==> config.mk <==
export PLATFORM = sky130hd
export DESIGN_NAME = gen_adder
export DESIGN_NICKNAME = d
export VERILOG_FILES = /design/src/rtl/gen_adder_pkg.sv /design/src/rtl/gen_adder_operand_generator.sv /design/src/rtl/gen_adder_pair_adder.sv /design/src/rtl/gen_adder.sv
export SDC_FILE = /design/constraint.sdc
export NUM_CORES = 1
export LEC_CHECK = 0
export ABC_CLOCK_PERIOD_IN_PS = 2460
export CORE_UTILIZATION = 46
export DETAILED_ROUTE_END_ITERATION = 8
export PLACE_DENSITY = 0.72
export SLEW_MARGIN = 30
export SYNTH_ARGS = -nofsm -noshare
export SYNTH_HDL_FRONTEND = slang
export SYNTH_HIERARCHICAL = 1
export SYNTH_SLANG_ARGS = --single-unit
==> constraint.sdc <==
create_clock -name clk -period 2.46 [get_ports clk]
set_input_delay 0.492 -clock clk [delete_from_list [all_inputs] [get_ports clk]]
set_output_delay 0.492 -clock clk [all_outputs]
set_load 0.03 [all_outputs]
==> src/rtl/gen_adder_pkg.sv <==
// Shared widths, types and default seeds/steps for the gen_adder operand stream.
package gen_adder_pkg;

  localparam int OPW   = 16;
  localparam int WORDW = 32;

  typedef logic [OPW-1:0]   operand_t;
  typedef logic [WORDW-1:0] word_t;

  localparam operand_t DEF_A_SEED = 16'h0000;
  localparam operand_t DEF_B_SEED = 16'h0000;
  localparam operand_t DEF_A_STEP = 16'h0001;
  localparam operand_t DEF_B_STEP = 16'h0002;

  // Full-precision unsigned sum of the two halves of a stream word, zero-extended.
  function automatic word_t pairSum(input word_t word);
    logic [OPW:0] sum;
    sum = {1'b0, word[OPW-1:0]} + {1'b0, word[WORDW-1:OPW]};
    return {{(WORDW-OPW-1){1'b0}}, sum};
  endfunction

endpackage

==> src/rtl/gen_adder_operand_generator.sv <==
// Stepping operand generator: two wrapping counters snapshotted into the stream word.
module operand_generator
  import gen_adder_pkg::*;
#(
  parameter operand_t A_SEED = DEF_A_SEED,
  parameter operand_t B_SEED = DEF_B_SEED,
  parameter operand_t A_STEP = DEF_A_STEP,
  parameter operand_t B_STEP = DEF_B_STEP
) (
  input  logic  clk,
  input  logic  rst,
  input  logic  enable,
  output word_t out
);

  operand_t cntA;
  operand_t cntB;

  // An unknown enable falls to the else path, so the stream never advances on X.
  always_ff @(posedge clk) begin
    if (rst) begin
      cntA <= A_SEED;
      cntB <= B_SEED;
      out  <= '0;
    end else if (enable == 1'b1) begin
      out  <= {cntB, cntA};
      cntA <= cntA + A_STEP;
      cntB <= cntB + B_STEP;
    end
  end

endmodule

==> src/rtl/gen_adder_pair_adder.sv <==
// Combinational adder of the two 16-bit operands packed in a stream word.
module pair_adder
  import gen_adder_pkg::*;
(
  input  word_t word,
  output word_t result
);

  assign result = pairSum(word);

endmodule

==> src/rtl/gen_adder.sv <==
// Top level: operand generator feeding a zero-latency pair adder.
module gen_adder
  import gen_adder_pkg::*;
#(
  parameter operand_t A_SEED = DEF_A_SEED,
  parameter operand_t B_SEED = DEF_B_SEED,
  parameter operand_t A_STEP = DEF_A_STEP,
  parameter operand_t B_STEP = DEF_B_STEP
) (
  input  logic  clk,
  input  logic  rst,
  input  logic  enable,
  output word_t out,
  output word_t result
);

  operand_generator #(
    .A_SEED(A_SEED),
    .B_SEED(B_SEED),
    .A_STEP(A_STEP),
    .B_STEP(B_STEP)
  ) uGenerator (
    .clk   (clk),
    .rst   (rst),
    .enable(enable),
    .out   (out)
  );

  pair_adder uAdder (
    .word  (out),
    .result(result)
  );

endmodule

==> results.toml, run 1 <==
[synthesis]
syn_area_um2 = 3440
synth-edff-count = 0
synth_flop_cell = "dfxtp_1"
synth.area.top_cells = "dfxtp_1, mux2i_1, ha_1"
syn_avg_cell_area_um2 = 8.957
syn_inst = 384
ys_seq_area_share_pct = 36.09
synth.largest_area_cell = "dfxtp_1"
yosys.area.top_type_share_pct = 36.09
yosys.cell_types.count = 54
ys_ff_latch = 62
ys_warn_count = 6
synth_async_sr_flop_share_pct = 0

[setup_path]
end_kind = "primary output"
reg2reg_depth = 4
startpoint_type = "register"
r2r_end = "uGenerator/cntA[15]"
path_class = "register to primary output"
reg2reg_from = "uGenerator/cntA[8]"
cp-startpoint = "uGenerator/out[17]"
required_ns = 1.97
r2r_setup_slack_ns = 0.84
cp_max_fo = 3
arrival_ns = 2.31

[final_layout]
area_delta_synth_final_pct = 41.43
fin_cells = 589
layout_commonest_cell = "buf_4"
nets = 507
drive_above_1_share_pct = 30.61
num-fill-cells = 577
finalCoreUtilization_pct = 67.07
final_cell_mix = "buf_4, nor2_1, dfxtp_1"
num_antenna_cells = 0

[cts]
cts.sinks = 62
clk_pin_slew_ns = 0.07
ctsHoldBuffers = 0
clockBufferDepth = 2
cts_max_level = 3
clock_latency_ns = 0.34
cts-root-buf = "clkbuf_8"
cts_inserted_buffers = 9
cts_tree = "yes"

[hold_path]
hold_class = "register to register"
whs_endpoint = "uGenerator/out[31]"
min-delay-start = "uGenerator/cntB[15]"
whs_path_depth = 2

[global_routing]
grt_start_max_net_pins = 25
grtUsageTotal_pct = 23.57
grt_pass1_vias = 2892
grt_pass1_wl_um = 14040
antenna_found_initial = 0
gr-total-overflow = 0

[status]
violations = "setup timing"
outcome = "finished with violations"

[placement]
io_buffers = 50
hpwl_um = 6455
gp_congestion = 0.8834
dp_cells = 566

[routing]
vias = 3163
wl_um = 9092
drt-vias-per-instance = 5.370
firstDrtPassIters = 4
drc = 0
drtIter0Drc = 191
wl_per_cell_um = 15.44
final_antenna_net_count = 0

[pwr]
power_density_nw_per_um2 = 400.4
p_leak_nw = 2.136
vdd.ir_drop.worst_v = 0.0003646

[die]
start_util_pct = 47.42
core_um2 = 7253
die_x_um = 88.47
die_area_um2 = 7827
ios = 67
rows = 31
die_h_um = 88.47

[run]
cap_viol_max_count = 0

[sta]
timing.fmax_mhz = 356.4
period_share_pct = 114.1
drv_slew = 0
finalClockSkew_ns = 0.01238
setup_violations = 11
hold_violations = 0
rsz0062_at_grt = "yes"
post-route-worst-setup-slack_ns = -0.3457
post-route-min-period_ns = 2.806
[flip-flops by register name, summed over array words and instances (netlist names)]
register and flops:
uGenerator/out 31, uGenerator/cntA 16, uGenerator/cntB 15
[critical path, cell delays in order, from the launching register on]
cell	delay, ns
dfxtp_2	0.33
fa_2	0.37
a21o_1	0.22
a221oi_4	0.37
o21ai_2	0.12
buf_4	0.17
o311ai_4	0.22
buf_6	0.17
[through the flow]
stage	setup TNS (ns)	hold WS, ns	setup slack (ns)	area (µm²)	total power, mW
after global routing	-3.716	0.5515	-0.4470	4865	2.023
after floorplan	-0.1365	0.4645	-0.06871	3616	1.184
after CTS	-2.811	0.5179	-0.3559	4726	1.956
after detailed placement	-1.011	0.5223	-0.4190	4399	1.200
after global placement	-0.8428	0.4940	-0.3856	4399	1.198
final	-2.748	0.5307	-0.3457	4865	1.948
[how the worst max path moves through the flow]
stage | endpoint | slack [ns] | cells past startpoint
2_1_floorplan | result[16] | -0.07 | 7
3_3_place_gp | result[10] | -0.39 | 7
3_5_place_dp | result[10] | -0.42 | 7
4_1_cts | result[8] | -0.36 | 8
5_1_grt | result[12] | -0.45 | 8
6_report | result[14] | -0.35 | 7
[layout make-up]
class                   instances  area [µm²]  area share [%]
well taps                      99       123.9           2.546
repair buffers                114       997.2           20.50
clock buffers                  10       127.6           2.623
inverters                       7       26.28          0.5401
clock inverters                 6       38.79          0.7973
multi-input cells             291        2288           47.04
flip-flops and latches         62        1262           25.95
[layer usage]
metal	vias up	global-route usage (%)	wire length (µm)
li1	1537	-	-
met1	1512	31.57	3992
met2	102	38.18	4557
met3	12	2.799	406
met4	0	10.56	135
met5	-	0	0
[what timing repair did]
item	in CTS	in global routing
pin swaps	19	15
gates cloned	0	0
buffers inserted	2	5
endpoints found under the hold margin	0	0
resized for setup	40	21
setup endpoints to repair	13	13
[Yosys cell counts, types with 5 or more instances]
cell type   n
nor3_1      9
a21o_1      9
ha_1       18
nand3_1     8
nor4_1      6
o21ai_0     9
nand2_1    15
buf_4      18
or3_1       5
xnor2_1    17
dfxtp_1    62
mux2i_1    31
and3_1      6
nand4_1    12
xor2_1     14
nor2_1     58
a21oi_1    14
buf_2      10
inv_1       7
[kinds of logic after synthesis]
| logic type | synth area share, % |
|---|---|
| and+or+nand+nor | 19.46 |
| DFF | 36.09 |
| AOI/OAI and AO/OA | 12.04 |
| buffers and inverters | 7.493 |
| muxes | 9.676 |
| xor gates and xnor gates | 7.894 |
| adders and majority gates | 7.130 |
| other | 0.2183 |
[where the power goes]
part | internal (mW) | leakage [nW] | switching (mW)
logic | 0.0516 | 1.54 | 0.104
clock network | 0.361 | 0.0820 | 0.401
registers | 1.01 | 0.509 | 0.0152
Note: power is estimated with default switching activity, not from simulation.
==> run 2, diff against run 1 <==
--- a/config.mk
+++ b/config.mk
@@ -6,9 +6,9 @@
 export NUM_CORES = 1
 export LEC_CHECK = 0
 export ABC_CLOCK_PERIOD_IN_PS = 2460
-export CORE_UTILIZATION = 46
+export CORE_UTILIZATION = 45
 export DETAILED_ROUTE_END_ITERATION = 8
-export PLACE_DENSITY = 0.72
+export PLACE_DENSITY = 0.71
 export SLEW_MARGIN = 30
 export SYNTH_ARGS = -nofsm -noshare
 export SYNTH_HDL_FRONTEND = slang
==> results.toml, run 2 (synthesis gave the netlist of run 1 again) <==
[global_routing]
antenna_found_initial = 0
gr-total-overflow = 0
grt_start_max_net_pins = 29
grt_use_met3_pct = 3.232
grtUsageTotal_pct = 22.16
grt_pass1_vias = 2753
use_met2_pct = 34.98
top_usage_layer = "met2"
grt_pass1_wl_um = 13280
gr-usage-met1_pct = 29.82

[pwr]
vdd.ir_drop.worst_v = 0.0004405
total_power_mw = 2.183
p_leak_nw = 2.149
power_density_nw_per_um2 = 443.4

[sta]
timing.fmax_mhz = 355.4
rsz0062_at_grt = "yes"
post-route-min-period_ns = 2.814
hold_violations = 0
finalClockSkew_ns = 0.003744
tns_ns = -2.542
setup_violations = 11
post-route-worst-setup-slack_ns = -0.3540
drv_slew = 0
period_share_pct = 114.4

[cts]
cts_inserted_buffers = 9
cts_max_level = 3
clockBufferDepth = 2
clk_pin_slew_ns = 0.07
cts.sinks = 62
cts-root-buf = "clkbuf_8"
clock_latency_ns = 0.34
cts_tree = "yes"

[routing]
wl_um = 8551
drtIter0Drc = 116
final_antenna_net_count = 0
wl_per_cell_um = 14.57
drt-vias-per-instance = 5.172
vias = 3036
drc = 0
firstDrtPassIters = 4

[die]
die_area_um2 = 7997
ios = 67
rows = 31
core_um2 = 7331
die_x_um = 89.43
start_util_pct = 46.92
die_h_um = 89.43

[setup_path]
timing.critical_path.mode_cell = "buf_6"
path_class = "register to primary output"
r2r_setup_slack_ns = 0.84
crit_family = "compound AO/OA/AOI/OAI gates"
cp_max_fo = 3
path_buf_inv = 3
arrival_ns = 2.32
slowest_delay_ns = 0.36
required_ns = 1.97
end_kind = "primary output"
startpoint_type = "register"
cp_slowest_cell = "fa_2"
cp_cell_sequence = "fa_2 > a21o_1 > a221oi_4 > buf_6 > o21bai_4 > buf_6 > a21oi_4 > xnor2_2 > buf_6"

[placement]
place_ws_ns = -0.4112
gp_congestion = 0.8789
dp_cells = 564
io_buffers = 50
hpwl_um = 6188

[final_layout]
drive_above_1_share_pct = 30.12
largest_register_ffs = 31
final_cell_mix = "nor2_1, buf_4, dfxtp_1"
nets = 505
fin_cells = 587
area_delta_synth_final_pct = 43.11
num_antenna_cells = 0
finalCoreUtilization_pct = 67.14
layout_commonest_cell = "nor2_1"
regMostFlops = "uGenerator/out"
reg.largest.list = "uGenerator/out x31, uGenerator/cntA x16, uGenerator/cntB x15"

[run]
cap_viol_max_count = 0

[status]
violations = "setup timing"
outcome = "finished with violations"

[hold_path]
hold_class = "register to register"
-- run 2: final timing paths --
kind	end	start	cells after the start
worst min-delay path	uGenerator/cntA[14]	uGenerator/cntA[14]	2
worst min register to register	uGenerator/cntA[14]	uGenerator/cntA[14]	2
worst max register to register	uGenerator/cntA[14]	uGenerator/cntA[1]	4
worst max-delay path	result[8]	uGenerator/out[17]	9
-- run 2: layout make-up --
cell class                      count  area [µm²]
Multi-Input combinational cell    291        2298
Inverter                            7       26.28
Tap cell                           99       123.9
Clock inverter                      6       85.08
Sequential cell                    62        1262
Timing Repair Buffer              112       988.4
Clock buffer                       10       137.6
Fill cell                         552        2409
-- run 2: repair_timing --
item	in CTS	in global routing
buffers inserted	0	7
pin swaps	10	18
setup endpoints to repair	13	12
hold buffers	0	0
resized for setup	34	32
-- run 2: metal layers --
layer / part of all wire, % / vias up
met3: 3.3 / 19
met4: 2.6 / 0
met5: 0 / -
met1: 47 / 1416
li1: - / 1523
met2: 47 / 78
-- run 2: stage by stage --
| stage | instance area, µm² | hold slack (ns) |
|---|---|---|
| finish | 4922 | 0.4960 |
| global placement | 4384 | 0.4870 |
| detailed placement | 4384 | 0.4929 |
| global route | 4922 | 0.5332 |
| CTS | 4698 | 0.5006 |
| floorplan | 3616 | 0.4645 |
-- run 2: tightest hold or removal path, delay by kind of cell (launching register included) --
kind,cells,cell delay [ns]
flops,1,0.33
compound gates,2,0.12
-- run 2: power by group --
| part | leakage (nW) | total [mW] | internal [mW] | switching (mW) |
|---|---|---|---|---|
| Sequential | 0.508 | 1.03 | 1.01 | 0.0150 |
| Combinational | 1.53 | 0.154 | 0.0510 | 0.103 |
| Clock | 0.108 | 1.00 | 0.594 | 0.406 |
| Total | 2.15 | 2.18 | 1.66 | 0.524 |
